$ cat config.mk
export PLATFORM = sky130hd
export DESIGN_NAME = seg_scan_mux_flat
export DESIGN_NICKNAME = d
export VERILOG_FILES = /design/src/rtl/seg_scan_mux_if.sv /design/src/rtl/seg_scan_mux.sv /design/src/flat_wrapper.sv
export SDC_FILE = /design/constraint.sdc
export NUM_CORES = 1
export LEC_CHECK = 0
export BUFFER_PORTS_ARGS = -buffer_cell sky130_fd_sc_hd__buf_2
export CAP_MARGIN = 25
export CORE_MARGIN = 8
export CORE_UTILIZATION = 40
export CTS_BUF_LIST = sky130_fd_sc_hd__clkbuf_8
export CTS_CLUSTER_SIZE = 10
export DETAILED_ROUTE_END_ITERATION = 12
export HOLD_SLACK_MARGIN = 0.1
export SYNTH_ARGS = -nofsm -noshare
export SYNTH_HDL_FRONTEND = slang
export SYNTH_SLANG_ARGS = --single-unit
export TNS_END_PERCENT = 1
$ cat constraint.sdc
create_clock -name clk_100MHz -period 3.6 [get_ports clk_100MHz]
set_input_delay 0.72 -clock clk_100MHz [delete_from_list [all_inputs] [get_ports clk_100MHz]]
set_output_delay 0.72 -clock clk_100MHz [all_outputs]
set_load 0.02 [all_outputs]
$ cat src/rtl/seg_scan_mux_if.sv
// ---------------------------------------------------------------------------
// seg_scan_mux_if
//   Bundle between the cube-timer digit sources and the scan multiplexer.
//
//   Signals
//     I_leds_s0  [7:0]  active-low pattern, seconds ones (bit7=a .. bit1=g, bit0=dp)
//     I_leds_s1  [7:0]  active-low pattern, seconds tens
//     I_leds_m0  [7:0]  active-low pattern, minutes
//     I_pause           1 = show 'P' on digit 3
//     O_an       [3:0]  active-low anode select, bit n = digit n
//     O_seg      [7:0]  active-low segment drive, same bit order as the inputs
//     dbg_phase  [1:0]  scan FSM state, for observation only
//
//   Modports
//     master : the side that supplies the patterns and watches the display
//     slave  : the scan multiplexer
// ---------------------------------------------------------------------------
interface seg_scan_mux_if;
    logic [7:0] I_leds_s0;
    logic [7:0] I_leds_s1;
    logic [7:0] I_leds_m0;
    logic       I_pause;
    logic [3:0] O_an;
    logic [7:0] O_seg;
    logic [1:0] dbg_phase;

    modport master (
        output I_leds_s0, I_leds_s1, I_leds_m0, I_pause,
        input  O_an, O_seg, dbg_phase
    );

    modport slave (
        input  I_leds_s0, I_leds_s1, I_leds_m0, I_pause,
        output O_an, O_seg, dbg_phase
    );
endinterface

$ cat src/rtl/seg_scan_mux.sv
// ---------------------------------------------------------------------------
// seg_scan_mux
//   Time-multiplexes the three cube-timer digit patterns plus a pause
//   indicator onto one shared 4-digit common-anode 7-segment display.
//   Each digit owns a slot of DIV = CLK_HZ/SCAN_HZ cycles; the first
//   BLANK_CYCLES of every slot keep all anodes off to suppress ghosting.
//   All outputs are registered; the pattern is captured once per slot so a
//   digit never tears mid-slot.
//
//   Ports
//     clk_100MHz  in   system clock, all logic on the rising edge
//     I_reset     in   synchronous, active-high reset (priority over enable)
//     I_enable    in   1 = scanning, 0 = display dark and scan held at digit 0
//     I_bright    in   [1:0] brightness, only with SEG_SCAN_DIM_EN defined
//     bus         slave modport of seg_scan_mux_if (patterns in, an/seg out)
//
//   Build option
//     SEG_SCAN_DIM_EN : adds I_bright and shortens the lit part of each slot
//                       to ((DIV-BLANK_CYCLES)*(bright+1))>>2 cycles.
//                       Undefined: the lit part always runs to slot end.
//
//   Handshake: none. The digit patterns are levels; they are sampled only on
//   the edge where a digit lights and are ignored for the rest of the slot.
// ---------------------------------------------------------------------------
module seg_scan_mux #(
    parameter int CLK_HZ       = 100_000_000,
    parameter int SCAN_HZ      = 1000,
    parameter int BLANK_CYCLES = 16
) (
    input  logic                clk_100MHz,
    input  logic                I_reset,
    input  logic                I_enable,
`ifdef SEG_SCAN_DIM_EN
    input  logic [1:0]          I_bright,
`endif
    seg_scan_mux_if.slave       bus
);

    localparam int DIV   = CLK_HZ / SCAN_HZ;
    localparam int CNT_W = (DIV > 1) ? $clog2(DIV) : 1;

    localparam logic [CNT_W-1:0] SLOT_LAST = CNT_W'(DIV - 1);
    localparam logic [CNT_W-1:0] BLANK_END = CNT_W'(BLANK_CYCLES);

    // Scan FSM states
    localparam logic [1:0] PH_IDLE  = 2'd0;  // reset or disabled, display dark
    localparam logic [1:0] PH_BLANK = 2'd1;  // dead time at slot start
    localparam logic [1:0] PH_ON    = 2'd2;  // digit lit
`ifdef SEG_SCAN_DIM_EN
    localparam logic [1:0] PH_DIM   = 2'd3;  // on-time used up, dark to slot end
`endif

    generate
        if (DIV < BLANK_CYCLES + 4) begin : g_bad_cfg
            $error("seg_scan_mux: DIV must be at least BLANK_CYCLES+4");
        end
    endgenerate

    logic [CNT_W-1:0] slot_cnt_q, slot_cnt_d;
    logic [1:0]       idx_q, idx_d;
    logic [3:0]       an_q, an_d;
    logic [7:0]       seg_q, seg_d;
    logic [1:0]       phase_q, phase_d;
    logic [7:0]       digit_pat;
`ifdef SEG_SCAN_DIM_EN
    logic [1:0]       bright_q, bright_d;
`endif

    always_comb begin
        slot_cnt_d = slot_cnt_q;
        idx_d      = idx_q;
        an_d       = an_q;
        seg_d      = seg_q;
        phase_d    = phase_q;
        digit_pat  = 8'hFF;

        if (!I_enable) begin
            slot_cnt_d = '0;
            idx_d      = '0;
            an_d       = 4'hF;
            seg_d      = 8'hFF;
            phase_d    = PH_IDLE;
        end else begin
            if (slot_cnt_q == SLOT_LAST) begin
                slot_cnt_d = '0;
                idx_d      = idx_q + 2'd1;
            end else begin
                slot_cnt_d = slot_cnt_q + 1'b1;
            end

            // Digit chosen by the index the slot will have after this edge,
            // so the lit digit always matches the slot it appears in.
            case (idx_d)
                2'd0:    digit_pat = bus.I_leds_s0;
                2'd1:    digit_pat = bus.I_leds_s1;
                2'd2:    digit_pat = {bus.I_leds_m0[7:1], 1'b0};  // dp = min/sec separator
                default: digit_pat = bus.I_pause ? 8'h31 : 8'hFF;
            endcase

            if (slot_cnt_d == '0) begin
                an_d    = 4'hF;
                seg_d   = 8'hFF;
                phase_d = PH_BLANK;
            end else if (phase_q == PH_IDLE) begin
                // First enabled edge after reset/disable: counter is at 1.
                phase_d = PH_BLANK;
            end

            if (slot_cnt_d == BLANK_END) begin
                an_d    = ~(4'b0001 << idx_d);
                seg_d   = digit_pat;
                phase_d = PH_ON;
            end
`ifdef SEG_SCAN_DIM_EN
            else begin
                int cut_pos;
                cut_pos = BLANK_CYCLES
                        + (((DIV - BLANK_CYCLES) * (int'(bright_q) + 1)) >> 2);
                // A cut point at or past DIV means full on-time: never reached.
                if (cut_pos < DIV && int'(slot_cnt_d) == cut_pos) begin
                    an_d    = 4'hF;
                    seg_d   = 8'hFF;
                    phase_d = PH_DIM;
                end
            end
`endif
        end
    end

`ifdef SEG_SCAN_DIM_EN
    // Brightness is captured whenever the counter lands on 0, so it stays
    // constant for the whole slot that follows.
    always_comb begin
        bright_d = bright_q;
        if (slot_cnt_d == '0) begin
            bright_d = I_bright;
        end
    end
`endif

    always_ff @(posedge clk_100MHz) begin
        if (I_reset) begin
            slot_cnt_q <= '0;
            idx_q      <= '0;
            an_q       <= 4'hF;
            seg_q      <= 8'hFF;
            phase_q    <= PH_IDLE;
`ifdef SEG_SCAN_DIM_EN
            bright_q   <= I_bright;
`endif
        end else begin
            slot_cnt_q <= slot_cnt_d;
            idx_q      <= idx_d;
            an_q       <= an_d;
            seg_q      <= seg_d;
            phase_q    <= phase_d;
`ifdef SEG_SCAN_DIM_EN
            bright_q   <= bright_d;
`endif
        end
    end

    assign bus.O_an      = an_q;
    assign bus.O_seg     = seg_q;
    assign bus.dbg_phase = phase_q;

endmodule

$ cat src/flat_wrapper.sv
// flat-port wrapper written by rule: the top's interface ports become plain ports
module seg_scan_mux_flat 
#(
    parameter int CLK_HZ       = 100_000_000,
    parameter int SCAN_HZ      = 1000,
    parameter int BLANK_CYCLES = 16
)
  (clk_100MHz, I_reset, I_enable, bus_I_leds_s0, bus_I_leds_s1, bus_I_leds_m0, bus_I_pause, bus_O_an, bus_O_seg, bus_dbg_phase);
  seg_scan_mux_if bus_i ();
  input  logic clk_100MHz;
  input  logic I_reset;
  input  logic I_enable;
  input wire logic [$bits(bus_i.I_leds_s0)-1:0] bus_I_leds_s0;
  input wire logic [$bits(bus_i.I_leds_s1)-1:0] bus_I_leds_s1;
  input wire logic [$bits(bus_i.I_leds_m0)-1:0] bus_I_leds_m0;
  input wire logic [$bits(bus_i.I_pause)-1:0] bus_I_pause;
  output wire logic [$bits(bus_i.O_an)-1:0] bus_O_an;
  output wire logic [$bits(bus_i.O_seg)-1:0] bus_O_seg;
  output wire logic [$bits(bus_i.dbg_phase)-1:0] bus_dbg_phase;
  assign bus_i.I_leds_s0 = bus_I_leds_s0;
  assign bus_i.I_leds_s1 = bus_I_leds_s1;
  assign bus_i.I_leds_m0 = bus_I_leds_m0;
  assign bus_i.I_pause = bus_I_pause;
  assign bus_O_an = bus_i.O_an;
  assign bus_O_seg = bus_i.O_seg;
  assign bus_dbg_phase = bus_i.dbg_phase;
  seg_scan_mux #(.CLK_HZ(CLK_HZ), .SCAN_HZ(SCAN_HZ), .BLANK_CYCLES(BLANK_CYCLES)) u_core (.clk_100MHz(clk_100MHz), .I_reset(I_reset), .I_enable(I_enable), .bus(bus_i));
endmodule
=== After elaboration in Yosys (flattened, before gate mapping) ===
Cells that the tools add are included.
Widths: inputs -> output; s select.

* Register bits after elaboration: 33
* Bits in latches: 0
* Memory bits (writable): 0
* Bits in read-only memories: 0
* Input port bits: 28
* Output and inout bits: 14
* Logic and storage cells: 36
* Memories kept: 0

* Add/subtract/negate cells: 2
* $mul: 0
* Divide/modulo/power cells: 0
* Order comparisons: 0
* Equality and inequality tests: 4
* Shifts and indexed selects: 1
* Mux-type cells: 13
* Bitwise operators: 2
* Reductions and logical operators: 8

{| class="wikitable"
|+ Operator list
! operator !! count
|-
| $mux 17 || 2
|-
| $mux 8 || 3
|-
| $pmux 8 s3 || 1
|-
| $add 17x1->17 const B || 1
|-
| $eq 17x17->1 const B || 1
|-
| $eq 17x5->1 const B || 1
|-
| $logic_not 17->1 || 1
|-
| $mux 2 || 5
|-
| $mux 4 || 2
|-
| $logic_not 2->1 || 2
|-
| $not 4->4 || 1
|-
| $reduce_bool 2->1 || 2
|-
| $shl 1x2->4 const A || 1
|-
| $reduce_bool 3->1 || 1
|-
| $reduce_or 3->1 || 1
|-
| $add 2x1->2 const B || 1
|-
| $eq 2x1->1 const B || 1
|-
| $eq 2x2->1 const B || 1
|-
| $reduce_or 2->1 || 1
|-
| $not 1->1 || 1
|}

=== Longest topological paths before layout ===
Gate-level depths: netlist of the first run.

* Depth in word-level cells: 6
* Depth in mapped cells: 10
* Gate-level depth less buffers: 8

=== Worst setup path after synthesis of the first run ===
Ideal clock, no wire load.

* Path kind: register to register
* Start: reg u_core.slot_cnt_q[0]
* End: reg u_core.seg_q[4] (netlist: u_core.bus.O_seg[4])
* Library setup time: 0.122 ns
* Data arrival time: 2.753 ns
* Required time: 3.478 ns
* Setup slack: 0.725 ns
* Stages on the path, launching flop included: 10
* Buffers on the path: 2
* Period minus slack after synthesis: 2.875 ns
* Cells stage by stage: dfxtp_1 ha_1 nand4_2 nor4_1 mux2i_1 a41oi_1 or4b_1 buf_2 buf_6 o32a_1

* Cells in the longest elaborated chain, start to end: 6
* Elaborated cells between the ends (all ways): 14
* Classes of those cells: 1 x add/sub; 4 x eq/ne; 6 x mux; 3 x reduce/logical

{| class="wikitable"
|+ Ends and longest elaborated chain
! element !! RTL line !! source
|-
| start: declaration || seg_scan_mux.sv:59 || <nowiki>logic [CNT_W-1:0] slot_cnt_q, slot_cnt_d;</nowiki>
|-
| start signal: assignment || seg_scan_mux.sv:152 || <nowiki>slot_cnt_q <= slot_cnt_d;</nowiki>
|-
| branches (longest 6 deep; another with $add 17x1->17) || n/a ||
|-
| end signal: assignment || seg_scan_mux.sv:155 || <nowiki>seg_q <= seg_d;</nowiki>
|-
| end: declaration || seg_scan_mux.sv:62 || <nowiki>logic [7:0] seg_q, seg_d;</nowiki>
|}

Several ways; the timed one is not identified. The select of a mux whose other input is x is not followed.
A chain may end at the register's enable or synchronous reset.

=== Worst setup path in the final report of the first run ===
* Start: reg u_core.slot_cnt_q[0]
* End: reg u_core.seg_q[2] (netlist: u_core.bus.O_seg[2])

Same word-level chain as after synthesis.

==> run_results.csv, run 1 <==
group,metric,value,unit
timing,holdWs,474,ps
synthesis,synth_nets,275,
timing,grt_setup_unrepaired,"no",
grt,grt_pass1_wl,9080,um
setup_path,cp.required,3780,ps
routing,vias_per_cell,5.55,
finish,mostFrequentLayoutCell,"buf_2",
grt,track_usage,0.150,
synthesis,synth-edff-count,0,
routing,routed_wl,5570,um
synthesis,synthArstFlopShare,0,
place,dp_hpwl,4050,um
clocking,clock_latency,290,ps
die,coreArea,0.00504,sq mm
routing,post_drt_wl_per_cell,15.7,um
setup_path,crit_type,"reg -> reg",
timing,setup_viol,0,
timing,slew_headroom,0.599,
timing,period_minus_slack,3020,ps
grt,grt_pass1_vias,1873,
routing,dr_total_vias,1964,
synthesis,synthFlopType,"dfxtp_1",
synthesis,syn_inst,246,
clocking,cts_tree,"yes",
die,io_pins,42,
clocking,cts_buffers,5,
synthesis,synth_top_area_frac,0.321,
run,maxCapViolations,0,
die,fp-row-count,26,
power_and_ir_drop,power_density,324,mW/mm^2
status,status,"finished clean",
place,gp_congestion,0.824,
worst_hold_path,min_path_type,"reg -> reg",
timing,fmax,331,MHz
clocking,post_cts_buffers,0,
finish,nFillCells,519,
die,die_w,87.7,um
synthesis,synth_warnings,0,
clocking,ctsResizeCount,0,
finish,most-common-layout-cells,"40 x buf_2, 33 x dfxtp_1, 20 x nor2_1, 19 x nand2_1, 18 x nand3_1",
routing,first_pass_iters,4,
power_and_ir_drop,irDropWorstVdd,148,uV
clocking,clock_sinks,33,
finish,area_delta_synth_final,18.2,%
setup_path,cp_data_arrival_time,3200,ps
finish,diodes,0,
timing,tns,0,ps
routing,ant_nets,0,
grt,grt_max_degree,18,
routing,drt_iter0_drc,107,
clocking,clk_pin_slew,70,ps
clocking,clock_path_buffers,2,
finish,nets,312,
synthesis,synth_top_area_cell,"dfxtp_1",
grt,grt_overflow,0,
power_and_ir_drop,finalPower,0.789,mW
setup_path,critPathMaxFanout,14,
synthesis,syn_area_per_cell,8.37,sq um
synthesis,ys_top_cells_by_area,"dfxtp_1 32%, xnor2_1 6.4%, nand3_1 4.4%",
setup_path,start_kind,"flip-flop",
synthesis,ys_ff_latch,33,
synthesis,ys_seq_area_frac,0.321,
place,portBuffers,40,
die,dieArea,0.00770,sq mm
timing,slew_violations,0,
clocking,cts_hold_buf,0,
clocking,root_buffer,"clkbuf_8",
die,start_util,0.408,
synthesis,synthesis.area,0.00206,sq mm
clocking,htreeDepth,2,
finish,post_route_cells_drive_above_1_share,0.236,
timing,skew,10.7,ps
die,die-height,87.7,um
synthesis,synthDistinctLibCells,55,
power_and_ir_drop,p_leak,0.871,nW
setup_path,critPathCaptureType,"flip-flop",
timing,post-route-period-util,0.838,
timing,finalHoldViolCount,0,
routing,drc_errors,0,
timing,tightest_slew,599,ps
grt,antenna_found_initial,0,
[metrics by stage]
step | instances | area (sq um) | util | worst slack (ps)
finish | 354 | 2430 | 0.483 | 582
global route | 354 | 2430 | 0.483 | 357
CTS | 354 | 2430 | 0.483 | 574
detailed placement | 346 | 2320 | 0.460 | 584
global placement | 346 | 2320 | 0.460 | 593
floorplan | 246 | 2060 | - | 725
[final timing paths]
check | startpoint | end | slack [ps] | cells past startpoint
worst max-delay path | u_core.slot_cnt_q[0] | u_core.bus.O_seg[2] | 580 | 9
worst min-delay path | u_core.bus.O_seg[2] | u_core.bus.O_seg[2] | 470 | 1
worst max register to register | u_core.slot_cnt_q[0] | u_core.bus.O_seg[2] | 580 | 9
worst min register to register | u_core.bus.O_seg[2] | u_core.bus.O_seg[2] | 470 | 1
[registers in the layout (all words and copies together) (netlist names)]
signal	count
u_core.bus.O_seg	8
u_core.bus.O_an	4
u_core.slot_cnt_q	17
u_core.bus.dbg_phase	2
u_core.idx_q	2
[cell usage after synthesis, types with 4 or more instances]
library cell / n
nor2_1: 20
o21ai_0: 6
and3_1: 12
nor3_1: 4
nand3_1: 18
nand2_1: 19
dfxtp_1: 33
a21oi_1: 8
xnor2_1: 15
o31ai_1: 4
mux2i_1: 8
o22a_1: 6
inv_1: 6
clkbuf_1: 10
a31oi_1: 4
a211oi_1: 6
o32a_1: 5
or3_1: 4
a221oi_1: 5
[final cells by class]
cell class	count	area (sq um)	share of cell area
inverter	7	26.3	0.0108
clock buffer	6	82.6	0.0339
multi-input combinational	188	1280	0.527
tap	70	87.6	0.0360
timing repair buffer	48	260	0.107
clock inverter	2	33.8	0.0139
sequential	33	661	0.271
[critical path, cell delays in order, from the launching register on]
cell	delay (ps)
dfxtp_1	390
ha_1	270
nand4_2	280
nor4_1	360
buf_4	190
mux2i_1	270
a41oi_1	130
or4b_1	470
buf_4	210
o32a_1	350
[layer usage]
layer / track usage / share of wire
met1: 0.192 / 0.48
met2: 0.232 / 0.47
met3: 0.0328 / 0.036
met4: 0.0688 / 0.016
met5: 0 / 0
[logic make-up (layout without fill, tap and decap cells)]
family | count (synthesis) | after routing | share of synthesized area
fa+ha+maj | 2 | 2 | 0.0109
xor+xnor | 18 | 18 | 0.0766
compound gates | 56 | 56 | 0.211
simple gates | 102 | 102 | 0.275
mux | 10 | 10 | 0.0498
buf+inv | 25 | 63 | 0.0559
flops | 33 | 33 | 0.321
[where the power goes]
group | switching [mW] | internal (mW) | total [mW]
Sequential | 0.00140 | 0.366 | 0.368
Combinational | 0.0266 | 0.0258 | 0.0524
Clock | 0.146 | 0.223 | 0.369
No activity file was read; power rests on OpenSTA's default activity.
==> run 2: changes to the inputs <==
Clock period 3.6 ns to 3.1 ns, I/O delays scaled along.
==> run 2 against run 1 <==
  * Maximum frequency up 5.3%
  * Clock-buffer cell count rose by 1
  * Total power increased by 7.8%
  * Worst setup slack worse by 350 ps
  * Highest routed layer unchanged
==> run_results.csv, run 2 (synthesized netlist as in run 1, its figures left out) <==
group,metric,value,unit
power_and_ir_drop,p_leak,0.904,nW
grt,gr-max-usage-layer,"met2",
finish,final-seq-area,661,sq um
grt,antenna_found_initial,0,
finish,largest_register,"u_core.slot_cnt_q",
power_and_ir_drop,switching_share,0.228,
worst_hold_path,min_path_type,"reg -> reg",
timing,grt_setup_unrepaired,"no",
die,fp-row-count,26,
power_and_ir_drop,p_int,0.657,mW
clocking,clk_pin_slew,70,ps
timing,slew_violations,0,
grt,grt_overflow,0,
clocking,clock_latency,290,ps
die,start_util,0.408,
finish,nets,320,
routing,vias_per_cell,5.58,
clocking,ctsResizeCount,0,
die,coreArea,0.00504,sq mm
setup_path,start_kind,"flip-flop",
power_and_ir_drop,seqPwrFrac,0.502,
timing,post-route-period-util,0.924,
finish,nFillCells,509,
timing,setup_viol,0,
routing,post_drt_wl_per_cell,15.8,um
finish,most-common-layout-cells,"40 x buf_2, 33 x dfxtp_1, 20 x nor2_1, 19 x nand2_1, 18 x nand3_1",
grt,grt_pass1_vias,1930,
place,gp_congestion,0.801,
finish,multiInputGateArea,0.00128,sq mm
routing,drc_errors,0,
clocking,htreeDepth,2,
finish,mostFrequentLayoutCell,"buf_2",
finish,diodes,0,
timing,fmax,349,MHz
run,maxCapViolations,0,
grt,grt_max_degree,17,
setup_path,crit_chain,"nand4_2, nor4_1, buf_4, mux2i_1, a41oi_1, or4b_1, buf_4, o22a_1",
grt,grtUsageMet2,0.221,
clocking,root_buffer,"clkbuf_8",
routing,routed_wl,5720,um
routing,dr_total_vias,2019,
grt,grt_pass1_wl,9210,um
power_and_ir_drop,irDropWorstVdd,292,uV
timing,slew_headroom,0.477,
setup_path,crit_type,"reg -> reg",
power_and_ir_drop,clkPwrFrac,0.426,
finish,stdcell_area,0.00248,sq mm
place,placed_area,0.00238,sq mm
timing,skew,6.75,ps
setup_path,worst_path_max_delay_cell,"or4b_1",
timing,finalHoldViolCount,0,
die,die_w,87.7,um
setup_path,critPathMaxFanout,8,
power_and_ir_drop,p_switching,0.194,mW
setup_path,crit_top_cell,"buf_4",
finish,area_delta_synth_final,20.4,%
clocking,cts_tree,"yes",
power_and_ir_drop,p_comb_frac,0.072,
timing,period_minus_slack,2860,ps
clocking,clock_sinks,33,
setup_path,cpPeakStageDelay,660,ps
grt,use_met1,0.207,
die,die-height,87.7,um
clocking,cts_buffers,5,
die,io_pins,42,
power_and_ir_drop,power_density,343,mW/mm^2
clocking,post_cts_buffers,0,
place,dp_hpwl,4180,um
setup_path,reg2regPathDepth,8,
setup_path,critPathCaptureType,"flip-flop",
place,portBuffers,40,
clocking,clock_path_buffers,2,
die,dieArea,0.00770,sq mm
setup_path,cp_data_arrival_time,3050,ps
grt,use_met3,0.0281,
routing,ant_nets,0,
clocking,cts_hold_buf,0,
timing,tightest_slew,778,ps
routing,first_pass_iters,4,
finish,largest_register_ffs,17,
timing,tns,0,ps
grt,track_usage,0.152,
power_and_ir_drop,finalPower,0.851,mW
finish,post_route_cells_drive_above_1_share,0.260,
routing,drt_iter0_drc,131,
status,status,"finished clean",
setup_path,cp.required,3280,ps
worst_hold_path,hold_depth,1,
## run 2: worst max-delay path: cells and delay by family (launching register included)
kind	cells	cell delay (ps)
AOI/OAI and AO/OA	2	320
DFF	1	500
muxes	1	260
buffers and inverters	2	450
and+or+nand+nor	3	1230
## run 2: routing by layer
layer	routed length, um	vias to the layer above	part of all wire
met5	0	-	0
met4	146	0	0.026
met3	302	14	0.053
met2	2530	58	0.44
met1	2740	942	0.48
li1	-	1005	-
## run 2: worst paths after layout
check | from | to | slack, ps
worst max register to register | u_core.slot_cnt_q[3] | u_core.bus.O_seg[0] | 240
worst min-delay path | u_core.bus.O_seg[3] | u_core.bus.O_seg[3] | 470
worst min register to register | u_core.bus.O_seg[3] | u_core.bus.O_seg[3] | 470
worst max-delay path | u_core.slot_cnt_q[3] | u_core.bus.O_seg[0] | 240
## run 2: layout make-up
cell class,instances,share of cell area
Multi-Input combinational cell,188,0.517
Sequential cell,33,0.267
Timing Repair Buffer,56,0.129
Clock buffer,7,0.0389
Tap cell,70,0.0353
Inverter,7,0.0106
Clock inverter,1,0.00202
## run 2: stage by stage
stage / util / cells / hold WS [ps] / setup WS [ps]
after detailed placement: 0.471 / 354 / 459 / 282
after global routing: 0.492 / 362 / 499 / 35.8
after global placement: 0.471 / 354 / 457 / 301
final: 0.492 / 362 / 473 / 235
after floorplan: - / 246 / 437 / 225
after CTS: 0.492 / 362 / 476 / 277
## run 2: power groups by stage
| stage | combinational (mW) | sequential, mW | clock (mW) |
|---|---|---|---|
| after floorplan | 0.0295 | 0.438 | 0 |
| after global placement | 0.0611 | 0.436 | 0 |
| after detailed placement | 0.0617 | 0.437 | 0 |
| after CTS | 0.0619 | 0.427 | 0.375 |
| after global routing | 0.0680 | 0.427 | 0.394 |
| final | 0.0617 | 0.427 | 0.362 |
==> run 3: changes to the inputs <==
Settings changed: CELL_PAD_IN_SITES_DETAIL_PLACEMENT set to 2, CELL_PAD_IN_SITES_GLOBAL_PLACEMENT set to 2, CORE_UTILIZATION 40 to 36, PLACE_DENSITY_LB_ADDON set to 0.1.
Clock period 3.1 ns to 3.4 ns, I/O delays scaled along.
==> run 3 against run 2 <==
  * Clock skew is 1.8 ps higher
  * Global-route usage is 1.3 points higher
  * Sequential cell count stayed put
  * Hold slack better by 2.4 ps
  * First-iteration DRC count is 55% lower
  * Cell count is 1.4% lower
  * Sequential power is 8.9% lower
  * Critical path depth is 1 higher
  * Largest cell class unchanged
==> run_results.csv, run 3 (synthesized netlist as in run 1, its figures left out) <==
group,metric,value,unit
routing,first_pass_iters,4,
finish,fin_util,0.438,
timing,tns,0,ps
die,coreArea,0.00551,sq mm
die,die-height,91.6,um
finish,largest_register_ffs,17,
power_and_ir_drop,irDropWorstVdd,208,uV
setup_path,start_kind,"flip-flop",
timing,skew,8.55,ps
clocking,clk_pin_slew,70,ps
grt,grt_max_degree,22,
clocking,htreeDepth,2,
setup_path,crit_top_cell,"buf_4",
clocking,cts_tree,"yes",
routing,drt_iter0_drc,59,
die,die_w,91.6,um
timing,slew_headroom,0.545,
timing,holdWs,476,ps
finish,area_delta_synth_final,17.1,%
finish,mostFrequentLayoutCell,"buf_2",
run,maxCapViolations,0,
finish,post_route_cells_drive_above_1_share,0.239,
routing,vias_per_cell,5.66,
clocking,cts_hold_buf,0,
place,gp_congestion,0.774,
timing,post-route-period-util,0.924,
timing,tightest_slew,680,ps
setup_path,crit_chain,"ha_1, nand4_2, nor4_1, buf_4, mux2i_1, a41oi_1, or4b_1, buf_4, o32a_1",
timing,setup_viol,0,
timing,period_minus_slack,3140,ps
setup_path,crit_type,"reg -> reg",
power_and_ir_drop,p_leak,0.863,nW
die,io_pins,42,
setup_path,critPathMaxFanout,14,
grt,antenna_found_initial,0,
grt,grt_pass1_wl,11400,um
finish,nets,313,
setup_path,cp.required,3580,ps
clocking,post_cts_buffers,0,
routing,post_drt_wl_per_cell,18.9,um
die,start_util,0.374,
status,status,"finished clean",
setup_path,critPathCaptureType,"flip-flop",
routing,drc_errors,0,
finish,diodes,0,
die,fp-row-count,27,
setup_path,cp_data_arrival_time,3320,ps
clocking,ctsResizeCount,0,
worst_hold_path,min_path_type,"reg -> reg",
routing,routed_wl,6740,um
place,dp_worst_setup_slack,342,ps
clocking,clock_sinks,33,
clocking,root_buffer,"clkbuf_8",
timing,fin_ws,257,ps
die,dieArea,0.00839,sq mm
timing,slew_violations,0,
routing,ant_nets,0,
timing,fmax,318,MHz
place,dp_cells,349,
timing,finalHoldViolCount,0,
grt,track_usage,0.165,
setup_path,crit_family,"simple AND/OR/NAND/NOR gates",
finish,stdcell_count,357,
place,portBuffers,40,
finish,largest_register,"u_core.slot_cnt_q",
place,dp_hpwl,4960,um
setup_path,cpPeakStageDelay,480,ps
grt,grt_pass1_vias,2218,
routing,dr_total_vias,2019,
clocking,clock_latency,290,ps
power_and_ir_drop,power_density,310,mW/mm^2
timing,grt_setup_unrepaired,"no",
setup_path,crit_buf_inv,2,
setup_path,worst_path_max_delay_cell,"or4b_1",
clocking,cts_buffers,5,
finish,most-common-layout-cells,"40 x buf_2, 33 x dfxtp_1, 20 x nor2_1, 19 x nand2_1, 18 x nand3_1",
clocking,clock_path_buffers,2,
grt,grt_overflow,0,
## run 3: cell types whose count changed in the layout (fill, tap and decap cells not counted), sizes merged
cell / before / now
buf: 56 / 49
clkinv: 2 / 3
inv: 6 / 7
clkbuf: 7 / 5
## run 3: area by class of cell
| class | count | area (sq um) |
|---|---|---|
| Timing Repair Buffer | 49 | 268 |
| Multi-Input combinational cell | 188 | 1280 |
| Sequential cell | 33 | 661 |
| Inverter | 7 | 26.3 |
| Fill cell | 644 | 3100 |
| Tap cell | 72 | 90.1 |
| Clock inverter | 3 | 13.8 |
| Clock buffer | 5 | 68.8 |
## run 3: path summary, 6_finish.rpt
path                        start                  end  slack, ps  depth (start not counted)
max reg2reg  u_core.slot_cnt_q[0]  u_core.bus.O_seg[2]        260                          9
max          u_core.slot_cnt_q[0]  u_core.bus.O_seg[2]        260                          9
min reg2reg   u_core.bus.O_seg[6]  u_core.bus.O_seg[6]        480                          1
min           u_core.bus.O_seg[6]  u_core.bus.O_seg[6]        480                          1
## run 3: power by group
part / internal [mW] / total (mW) / switching [mW]
combinational: 0.0274 / 0.0579 / 0.0304
clock: 0.139 / 0.300 / 0.161
sequential: 0.388 / 0.389 / 0.00145
## run 3: routing by layer
metal	routed length [um]	track usage	vias up	part of all wire
met2	3110	0.265	32	0.46
li1	-	-	985	-
met3	241	0.0399	6	0.036
met4	57	0.0423	0	0.0085
met5	0	0	-	0
met1	3320	0.216	996	0.49
## run 3: through the flow
step | power (mW) | instance area [sq um]
detailed placement | 0.456 | 2330
global placement | 0.455 | 2330
finish | 0.747 | 2410
CTS | 0.753 | 2410
global route | 0.774 | 2410
floorplan | 0.426 | 2060
